<file path="src/rtl/mult_div_unit_pkg.sv">
// mult_div_unit_pkg
//   Definitions shared by the multiply/divide unit and the control unit:
//   unit state encoding and the R-type funct codes that launch it.
package mult_div_unit_pkg;

    localparam int MDU_DATA_WIDTH = 32;
    localparam int MDU_CNT_WIDTH  = 6;

    // R-type funct field values that start the unit
    localparam logic [5:0] FUNCT_MULT = 6'b011000;
    localparam logic [5:0] FUNCT_DIV  = 6'b011010;

    typedef enum logic [2:0] {
        ST_IDLE    = 3'd0,
        ST_MULT    = 3'd1,
        ST_DIV     = 3'd2,
        ST_DIV_FIX = 3'd3,
        ST_DONE    = 3'd4
    } mdu_state_t;

endpackage

</file>
<file path="src/rtl/mult_div_unit_booth_step.sv">
// mult_div_unit_booth_step
//   One radix-2 Booth iteration, purely combinational.
//   prod_in  : {acc, Q, q_-1} product register (2*DATA_WIDTH+1 bits)
//   mcand    : multiplicand
//   prod_out : register after the add/sub and one arithmetic right shift
module mult_div_unit_booth_step #(
    parameter int DATA_WIDTH = 32
) (
    input  logic [2*DATA_WIDTH:0] prod_in,
    input  logic [DATA_WIDTH-1:0] mcand,
    output logic [2*DATA_WIDTH:0] prod_out
);
    localparam int W = DATA_WIDTH;

    logic [W:0] acc_ext;
    logic [W:0] m_ext;
    logic [W:0] sum;

    // Accumulator is sign-extended one bit so that acc +/- M never
    // overflows (e.g. -2^(W-1) * -2^(W-1)); the shift drops that bit again.
    assign acc_ext = {prod_in[2*W], prod_in[2*W:W+1]};
    assign m_ext   = {mcand[W-1], mcand};

    always_comb begin
        sum = acc_ext;
        case (prod_in[1:0])
            2'b01:   sum = acc_ext + m_ext;
            2'b10:   sum = acc_ext - m_ext;
            default: sum = acc_ext;
        endcase
    end

    assign prod_out = {sum, prod_in[W:1]};

endmodule

</file>
<file path="src/rtl/mult_div_unit.sv">
// mult_div_unit
//   Sequential signed multiply / divide unit writing HI/LO.
//   Clock            rising-edge clock
//   Reset            asynchronous active-low reset
//   Start_Mult/Div   one-cycle start pulses (mult wins if both high)
//   A, B             operands, sampled with the start pulse
//   HI_Out, LO_Out   mult: product high/low; div: remainder/quotient
//   Busy             operation in progress
//   Done             one-cycle completion pulse
//   Div_Zero         pulses with Done when the divisor was zero
module mult_div_unit
    import mult_div_unit_pkg::*;
#(
    parameter int DATA_WIDTH = MDU_DATA_WIDTH,
    parameter int CNT_WIDTH  = MDU_CNT_WIDTH
) (
    input  logic                  Clock,
    input  logic                  Reset,
    input  logic                  Start_Mult,
    input  logic                  Start_Div,
    input  logic [DATA_WIDTH-1:0] A,
    input  logic [DATA_WIDTH-1:0] B,
    output logic [DATA_WIDTH-1:0] HI_Out,
    output logic [DATA_WIDTH-1:0] LO_Out,
    output logic                  Busy,
    output logic                  Done,
    output logic                  Div_Zero
);
    localparam int W = DATA_WIDTH;

    mdu_state_t           state, next_state;
    logic [CNT_WIDTH-1:0] cnt;
    logic                 last;
    logic                 accept;

    logic [2*W:0]         prod;
    logic [2*W:0]         prod_nxt;
    logic [W-1:0]         mcand;

    logic [W-1:0]         rem;
    logic [W-1:0]         quo;
    logic [W-1:0]         dvs;
    logic                 a_neg;
    logic                 b_neg;
    logic                 dz;

    logic [W:0]           shifted;
    logic [W:0]           diff;

    assign last   = (cnt == CNT_WIDTH'(W - 1));
    assign accept = (state == ST_IDLE) || (state == ST_DONE);

    mult_div_unit_booth_step #(.DATA_WIDTH(W)) u_booth (
        .prod_in  (prod),
        .mcand    (mcand),
        .prod_out (prod_nxt)
    );

    // Restoring divider step: bring down the next dividend bit, trial subtract
    assign shifted = {rem, quo[W-1]};
    assign diff    = shifted - {1'b0, dvs};

    always_ff @(posedge Clock or negedge Reset) begin
        if (!Reset) state <= ST_IDLE;
        else        state <= next_state;
    end

    always_comb begin
        next_state = state;
        case (state)
            ST_IDLE, ST_DONE: begin
                if (Start_Mult)     next_state = ST_MULT;
                else if (Start_Div) next_state = ST_DIV;
                else                next_state = ST_IDLE;
            end
            ST_MULT:    next_state = last ? ST_DONE : ST_MULT;
            // A zero divisor spends one cycle here and leaves without iterating
            ST_DIV:     next_state = dz ? ST_DONE : (last ? ST_DIV_FIX : ST_DIV);
            ST_DIV_FIX: next_state = ST_DONE;
            default:    next_state = ST_IDLE;
        endcase
    end

    always_ff @(posedge Clock or negedge Reset) begin
        if (!Reset) begin
            cnt    <= '0;
            prod   <= '0;
            mcand  <= '0;
            rem    <= '0;
            quo    <= '0;
            dvs    <= '0;
            a_neg  <= 1'b0;
            b_neg  <= 1'b0;
            dz     <= 1'b0;
            HI_Out <= '0;
            LO_Out <= '0;
        end else begin
            case (state)
                ST_IDLE, ST_DONE: begin
                    if (Start_Mult) begin
                        prod  <= {{W{1'b0}}, B, 1'b0};
                        mcand <= A;
                        cnt   <= '0;
                        dz    <= 1'b0;
                    end else if (Start_Div) begin
                        rem   <= '0;
                        quo   <= A[W-1] ? -A : A;
                        dvs   <= B[W-1] ? -B : B;
                        a_neg <= A[W-1];
                        b_neg <= B[W-1];
                        dz    <= (B == '0);
                        cnt   <= '0;
                    end
                end
                ST_MULT: begin
                    prod <= prod_nxt;
                    cnt  <= cnt + 1'b1;
                    if (last) {HI_Out, LO_Out} <= prod_nxt[2*W:1];
                end
                ST_DIV: begin
                    if (!dz) begin
                        cnt <= cnt + 1'b1;
                        if (diff[W]) begin
                            rem <= shifted[W-1:0];
                            quo <= {quo[W-2:0], 1'b0};
                        end else begin
                            rem <= diff[W-1:0];
                            quo <= {quo[W-2:0], 1'b1};
                        end
                    end
                end
                ST_DIV_FIX: begin
                    // Truncating division: quotient sign from sign(A)^sign(B),
                    // remainder follows the dividend
                    LO_Out <= (a_neg ^ b_neg) ? -quo : quo;
                    HI_Out <= a_neg ? -rem : rem;
                end
                default: ;
            endcase
        end
    end

    assign Busy     = (state == ST_MULT) || (state == ST_DIV) || (state == ST_DIV_FIX);
    assign Done     = (state == ST_DONE);
    assign Div_Zero = (state == ST_DONE) && dz;

endmodule

</file>
<file path="config.mk">
export PLATFORM = sky130hd
export DESIGN_NAME = mult_div_unit
export DESIGN_NICKNAME = d
export VERILOG_FILES = /design/src/rtl/mult_div_unit_pkg.sv /design/src/rtl/mult_div_unit_booth_step.sv /design/src/rtl/mult_div_unit.sv
export SDC_FILE = /design/constraint.sdc
export NUM_CORES = 1
export LEC_CHECK = 0
export CORE_UTILIZATION = 65
export DETAILED_ROUTE_END_ITERATION = 8
export DONT_BUFFER_PORTS = 1
export PLACE_DENSITY_LB_ADDON = 0.08
export SYNTH_ARGS = -nofsm -noshare
export SYNTH_HDL_FRONTEND = slang
export SYNTH_HIERARCHICAL = 1
export SYNTH_SLANG_ARGS = --single-unit
</file>
<file path="constraint.sdc">
create_clock -name Clock -period 10.1 [get_ports Clock]
set_input_delay 1.515 -clock Clock [delete_from_list [all_inputs] [get_ports Clock]]
set_output_delay 1.515 -clock Clock [all_outputs]
set_load 0.01 [all_outputs]
</file>
==> impl_metrics.yaml <==
timing:
  finClkSkew_ps: 15.9
  period_share_pct: 48.7
  hold_slack_ps: 481
  maxSlewViolCount: 0
  setup_tns_ps: 0
  timing.final.setup_violations: 0
  rsz0062_at_grt: "no"
  post-route-min-period_ps: 4920
  finalHoldViolCount: 0
  clock.fmax_mhz: 203
  worstMarginPinSlew_ps: 1220
  maxSlewHeadroom_pct: 18.3
synth:
  synth_edf_count: 0
  synth_area_leaders: "dfrtp_1 (36%), nand2_1 (6.4%), mux2i_1 (6.4%)"
  synthFlopType: "dfrtp_1"
  yosysMostFrequentCell: "nand2_1"
  postSynthAreaPerCell_um2: 8.42
  yosysUniqueCellTypes: 79
  yosysTopAreaCell: "dfrtp_1"
  yosysSeqAreaShare_pct: 35.9
  ys_seq_elements: 269
  synthArstFlopShare_pct: 100
  netlist_instances: 2226
  synth_nets: 2367
  ys_warn_count: 6
  synth.top_cell.area_share_pct: 35.9
  synth_common_cells: "nand2_1 (321), dfrtp_1 (269), o21ai_0 (220), nor2_1 (178), a21oi_1 (177)"
  synth.cell_area_um2: 18700
power_and_ir_drop:
  p_leak_nw: 8.68
  p_per_area_nw_per_um2: 413
  total_power_mw: 8.14
  ir_worst_vdd_mv: 0.216
run:
  maxCapViolCount: 0
clock_tree:
  cts_setup_buffers: 0
  cts_resized: 0
  cts.sinks: 269
  postCtsHoldBufs: 0
  clk_latency_ps: 590
  cts_htree_levels: 1
  cts_inserted_buffers: 31
  root_buffer: "clkbuf_16"
  cts.clk_slew.worst_paths_ps: 60
  cts_tree: "done"
  clockBufferDepth: 3
detailed_routing:
  vias: 16300
  drt_wl_total_um: 54200
  drt_iter0_drc: 1452
  routed_via_density: 6.46
  ant_nets: 0
  drc: 0
  drtPass1Iterations: 8
  wl_per_cell_um: 21.5
cells_and_area:
  fin_area_um2: 19700
  final_util_pct: 70.2
  nNetsFinal: 2261
  synthToLayoutAreaGrowth_pct: 5.26
  antenna_cells: 0
  drive_gt1_share_pct: 4.90
worst_setup_path:
  critPathMaxFanout: 6
  worstPathArrival_ps: 5420
  worstSetupEndpointType: "register"
  r2r_cells: 16
  crit_type: "reg -> reg"
  cp-start-kind: "register"
  critPathRequiredTime_ps: 10600
status:
  status: "finished clean"
floorplanning:
  core_um2: 28100
  io_pins: 135
  start_util_pct: 66.7
  fp.dieW_um: 172
  num_rows: 61
  die_h_um: 172
  die_area_um2: 29500
placed_design:
  place_congestion: 0.932
  dpl-instance-area_um2: 18700
  hpwl_um: 39200
  port_buffers: 0
global_route:
  grt_pass1_vias: 15200
  antenna_found_initial: 0
  grt_max_degree: 270
  grt_overflow: 0
  grt.total_usage_pct: 36.9
  grt_pass1_wl_um: 83800
worst_hold_path:
  hold_path_depth: 2
  worst_hold_path_type: "reg -> reg"
## cell usage in the layout, fill, tap and decap left out, types with 33 or more instances in the layout
| cell | count |
|---|---|
| o21ai_0 | 220 |
| xor2_1 | 94 |
| mux2i_1 | 119 |
| xnor2_1 | 106 |
| o31ai_1 | 34 |
| a21oi_1 | 177 |
| nor2_1 | 175 |
| inv_1 | 67 |
| ha_1 | 71 |
| a22o_1 | 33 |
| nand3_1 | 37 |
| nand2_1 | 319 |
| dfrtp_1 | 269 |
## metrics by stage
step | setup WS [ps] | instances
after detailed placement | 5330 | 2465
after floorplan | 5670 | 2226
after global placement | 5480 | 2465
after global routing | 4680 | 2523
after CTS | 5290 | 2523
final | 5180 | 2523
## metal layers
layer / routed length (um) / share of wire (%) / global-route usage, % / vias up
met5: 0 / 0 / 0 / -
met4: 1640 / 3.0 / 10.6 / 0
met3: 4510 / 8.3 / 8.56 / 101
met2: 24900 / 46 / 59.9 / 658
met1: 23200 / 43 / 49.1 / 7872
li1: - / - / - / 7659
## where the power goes
group / internal (mW) / switching (mW) / total (mW)
Clock: 0.696 / 0.478 / 1.17
Sequential: 1.56 / 0.669 / 2.23
Combinational: 1.85 / 2.88 / 4.73
## sequential cells by signal, summed over array words and instances, names as in the netlist
name,flops
prod,65
HI_Out,32
dvs,32
rem,32
LO_Out,32
b_neg,1
mcand,32
dz,1
state,3
cnt,6
a_neg,1
quo,32
## worst max-delay path: stages, from the launching register on
cell,delay (ps)
dfrtp_1,410
or3_1,390
or3_1,430
or3_2,500
nor2_1,100
nor2_1,60
xnor2_1,360
ha_1,380
a21oi_1,230
o21ai_0,170
a221oi_1,440
nand3_1,230
a221o_1,360
a2111oi_0,380
nand3b_1,170
mux2i_1,80
a21oi_1,150
## final timing paths
check | start | to | slack (ps)
min | dvs[5] | dvs[5] | 480
min reg2reg | dvs[5] | dvs[5] | 480
max reg2reg | mcand[9] | HI_Out[23] | 5180
max | mcand[9] | HI_Out[23] | 5180
max in group asynchronous | Reset | quo[25] | 8770
min in group asynchronous | Reset | dvs[16] | 620
## cell families (layout without fill, tap and decap cells)
| kind of cell | after synthesis | count (layout) | synth area share, % |
|---|---|---|---|
| flops | 269 | 269 | 35.9 |
| compound gates | 613 | 613 | 20.0 |
| mux | 128 | 128 | 6.90 |
| buf+inv | 220 | 139 | 5.10 |
| simple gates | 723 | 723 | 17.8 |
| xor+xnor | 200 | 200 | 9.35 |
| fa+ha+maj | 73 | 73 | 4.95 |
## cell type report
class	instances	area, um^2
clock buffers	45	898
clock inverters	13	169
fillers	2305	8360
inverters	67	251
multi-input cells	1737	11100
flip-flops and latches	269	6730
well taps	378	473
repair buffers	14	105
Power figures use the tool's default switching activity.
==> RTL edit 1, RTL diff (same settings) <==
Encoding of `mdu_state_t`: now one-hot (5 bits for 5 states).
--- a/src/rtl/mult_div_unit_pkg.sv
+++ b/src/rtl/mult_div_unit_pkg.sv
@@ -12,8 +12,8 @@
 
-    typedef enum logic [2:0] {
-        ST_IDLE    = 3'd0,
-        ST_MULT    = 3'd1,
-        ST_DIV     = 3'd2,
-        ST_DIV_FIX = 3'd3,
-        ST_DONE    = 3'd4
+    typedef enum logic [4:0] {
+        ST_IDLE    = 5'b00001,
+        ST_MULT    = 5'b00010,
+        ST_DIV     = 5'b00100,
+        ST_DIV_FIX = 5'b01000,
+        ST_DONE    = 5'b10000
     } mdu_state_t;
Formal check against the unedited RTL: same outputs for any inputs over 10 cycles, from zero or initial values and one cycle with Reset low; not proved beyond that.
==> RTL edit 1 against the unedited design <==
Final area increased by 2.7%; wire length is 8.8% higher; clock skew is 0.0027 ns lower; worst setup slack better by 0.25 ns; global-route usage increased by 1.4 points; synthesized area is 2.8% higher; first-iteration DRC count increased by 55%; sequential cell count increased by 2; die area increased by 2.8%; power grew 2.3%; sequential share of layout area shrank 0.66 points; synthesized cell count up 4.3%.
==> RTL edit 1: results (changes against the unedited design) <==
- Leakage: 9.03 nW (+4.1%)
- Synthesized Nets: 2,463 (+4.1%)
- Reg2Reg Setup Slack: 5.43 ns (+0.25 ns)
- Peak supply drop: 0.262 mV (+22%)
- Vias: 17.6k (+7.7%)
- Layout net count: 2,351 (+4.0%)
- Largest net degree at the start of global routing: 272 (+0.74%)
- DP HPWL: 43,400 µm (+11%)
- Worst setup path end: HI_Out[22]$_DFFE_PN0P_
- Worst-Skew Late Latency: 0.57 ns (-0.02 ns)
- Clock buffer count from CTS: 30 (-3.2%)
- Filler Cells Inserted: 2,318 (+0.56%)
- CP max FO: 29 (+23)
- Register area share after synthesis: 35.2% (-0.71 points)
- All-layer global routing usage: 38.3% (+1.4 points)
- Ranking of synthesized cells by area: dfrtp_1 35%, nand2_1 6.8%, o21ai_0 5.8%, xor2_1 5.3%, ha_1 4.6%
- Final Cell Area: 20,300 µm² (+2.7%)
- Placed cells: 2,562 (+3.9%)
- Hold path start: cnt[4]$_DFFE_PN0P_
- Inverters: 65 (-3.0%)
- Hold Crit Depth: 1 (-1)
- Crit path from: prod[0]$_DFFE_PN0P_
- Relative slew margins: 19.5% (+1.2 points)
- Cell Area, Placed: 19,200 µm² (+2.8%)
- Most frequent cells after synthesis: 348 x nand2_1, 270 x dfrtp_1, 223 x o21ai_0
- Hold endpoint: cnt[4]$_DFFE_PN0P_
- RD Place Congestion: 0.949 (+1.9%)
- Yosys cell types: 84 (+6.3%)
- Fin cells: 2,617 (+3.7%)
- Buffering overhead: 0.667% (+0.13 points)
- Multi-input combinational area share: 57.0% (+0.71 points)
- WHS: 0.477 ns (-0.00333 ns)
- Status: complete, no violations
- Syn Area/Cell: 8.30 µm² (-1.5%)
- Pre-CTS setup slack: 5.57 ns (+0.235 ns)
- Sequential cells: 271 (+0.74%)
- R2R cell count: 13 (-3)
-- RTL edit 1: cell count changes in the layout (fill, tap and decap cells not counted), sizes merged, moves of 11 or more --
cell and change:
nor3 +20, a21oi -41, a22o -33, a22oi +24
nand3 +23, a221oi +28, nand2 +28, nor2 -11
mux2 +27, o211ai +29, mux2i -79, xnor2 -36
nand4 +13, xor2 +22
-- RTL edit 1: logic make-up (layout without fill, tap and decap cells) --
logic type               count (synthesis)  in the layout  share of synthesized area, %
buffers and inverters                  227            138                          5.07
flip-flops                             271            271                          35.2
XOR/XNOR                               186            186                          8.46
adder cells (fa/ha/maj)                 73             73                          4.82
multiplexers                            76             76                          4.18
AO/OA/AOI/OAI                          678            678                          22.5
AND/OR/NAND/NOR                        811            811                          19.7
-- RTL edit 1: report_power, final --
group	switching (mW)	internal [mW]	total [mW]	leakage (nW)
registers	0.580	1.46	2.04	3.51
logic	3.19	1.91	5.09	4.98
clock network	0.476	0.724	1.20	0.534
-- RTL edit 1: worst max-delay path, cell delays in order (launching register included) --
cell and delay [ns]:
dfrtp_1 0.37, inv_1 0.06, ha_1 0.83, mux2i_1 0.40, ha_1 0.30, nor2b_1 0.15, o31a_1 0.28, o31a_1 0.31
a211oi_1 0.63, o21ba_2 0.30, nor4_1 0.08, nor3_1 0.34, o21ai_0 0.15, a221oi_1 0.34
-- RTL edit 1: per-layer routing --
| metal | up-vias | wire length [µm] | GRT usage, % |
|---|---|---|---|
| li1 | 8134 | - | - |
| met1 | 8433 | 25000 | 53.8 |
| met2 | 860 | 26200 | 58.6 |
| met3 | 125 | 5650 | 8.33 |
| met4 | 0 | 2120 | 12.9 |
| met5 | - | 0 | 0 |
==> RTL edit 2, RTL diff (config.mk and constraints unchanged) <==
Without the edit above. Set the package constant `MDU_DATA_WIDTH` to 48 (it was 32).
--- a/src/rtl/mult_div_unit_pkg.sv
+++ b/src/rtl/mult_div_unit_pkg.sv
@@ -5,3 +5,3 @@
 
-    localparam int MDU_DATA_WIDTH = 32;
+    localparam int MDU_DATA_WIDTH = 48;
     localparam int MDU_CNT_WIDTH  = 6;
Ports: changed (resized A, B, HI_Out and LO_Out); port bits go from 135 to 199. No check against the original RTL was run, so the function may have changed too.
==> RTL edit 2 against the unedited design <==
Clock skew grew 0.014 ns; count of clock-buffer cells in the layout is 9 higher; worst setup slack got worse by 0.42 ns; wire length increased by 69%; final area increased by 52%; synthesized area is 51% higher; synthesized cell count increased by 51%; cell count is 51% higher; sequential cell count increased by 128; largest cell class unchanged; highest routed layer is now met5.
Power is not shown: default switching activity piles up to over one toggle a cycle in this logic, so the estimate is an artifact.
==> RTL edit 2: results (changes against the unedited design) <==
- Clock skew: 0.0295 ns (+0.0136 ns)
- Sequential cells: 397 (+48%)
- Worst-path clk slew: 0.07 ns
- Clock-cell share: 5.73% (+0.32 points)
- Clock buffer count from CTS: 46 (+48%)
- Slew Limit Fails: 0 (unchanged)
- Clkbuf count: 54 (+20%)
- First-pass GRT wire length: 138,000 µm (+65%)
- Worst-Skew Late Latency: 0.62 ns (+0.03 ns)
- Vias: 25.4k (+56%)
- Asr flop ratio synth: 100% (unchanged)
- Post-Route WL: 91,700 µm (+69%)
- DP HPWL: 68,100 µm (+73%)
- Max reg flops: 97 (+49%)
- R2R cell count: 18 (+2)
- Hold endpoint: dvs[28]$_DFFE_PN0P_
- WHS: 0.484 ns (+0.00370 ns)
- Worst flop-to-flop path startpoint: mcand[13]$_DFFE_PN0P_
- Relative slew margins: 7.66% (-11 points)
- Vias in the first global route: 23.6k (+55%)
- Filler Cells Inserted: 3,422 (+48%)
- Initial antenna violation count: 5 (+5)
- CP max FO: 9 (+3)
- Non-clock buffers: 21 (+7)
- Largest net degree at the start of global routing: 398 (+47%)
- Yosys cell types: 81 (+2.5%)
- Layout cell share with drive strength beyond 1: 6.43% (+1.5 points)
- Most frequent cells after synthesis: 434 x nand2_1, 418 x o21ai_0, 397 x dfrtp_1
- Pre-CTS setup slack: 4.94 ns (-0.397 ns)
- Synthesized Nets: 3,561 (+50%)
- Setup WS post-layout: 4.76 ns (-0.421 ns)
- Buffering overhead: 0.527% (-0.0061 points)
- Cell family with the largest share of critical-path delay: simple AND/OR/NAND/NOR gates
- Fin cells: 3,807 (+51%)
- Comb_multi_in: 2,619 (+51%)
- Layout net count: 3,387 (+50%)
- Register area share after synthesis: 35.0% (-0.88 points)
- All-layer global routing usage: 40.6% (+3.7 points)
- Drt first pass iters: 6 (-2)
- Antenna diode count: 2 (+2)
- Hold path start: dvs[28]$_DFFE_PN0P_
- Syn Area/Cell: 8.45 µm² (+0.36%)
- Max stage delay on crit path: 0.58 ns (+0.08 ns)
- CP Class: flip-flop to flip-flop
- Register Area: 9930 µm² (+48%)
- H-Tree Depth: 2 (+1)
- Worst setup path end: HI_Out[44]$_DFFE_PN0P_
- RD Place Congestion: 1.06 (+14%)
- Synth warnings: 6 (unchanged)
- DRC Markers: 0 (unchanged)
- Starting DRT DRC Count: 3,013 (+110%)
- Multi-input combinational area share: 56.9% (+0.61 points)
- Inverters: 97 (+45%)
- Slowest CP cell: or4_1
- Status: complete, no violations
- Ranking of synthesized cells by area: dfrtp_1 35%, o21ai_0 7.4%, nand2_1 5.7%, mux2i_1 5.4%, xnor2_1 5.0%
- Placed cells: 3,719 (+51%)
[RTL edit 2: per-stage QoR]
step	cell area, µm²	utilization [%]
6_report	29900	69.5
5_1_grt	29900	69.5
4_1_cts	29900	69.5
3_5_place_dp	28200	65.5
3_3_place_gp	28200	65.5
2_1_floorplan	28400	-
[RTL edit 2: logic make-up (layout without fill, tap and decap cells)]
family,Yosys count,in the layout,share of synthesized area [%]
buffers and inverters,340,204,5.21
other,0,2,0
flip-flops,397,397,35.0
adder cells (fa/ha/maj),105,105,4.69
multiplexers,202,202,7.36
AND/OR/NAND/NOR,971,971,16.1
XOR/XNOR,306,306,9.45
AO/OA/AOI/OAI,1035,1035,22.2
[RTL edit 2: metal layers]
| layer | vias up | global-route usage [%] | routed length, µm |
|---|---|---|---|
| met1 | 12300 | 55.3 | 38300 |
| met3 | 214 | 9.83 | 9070 |
| met2 | 1300 | 62.2 | 40400 |
| met4 | 4 | 16.5 | 3890 |
| met5 | - | 0 | 27 |
| li1 | 11600 | - | - |
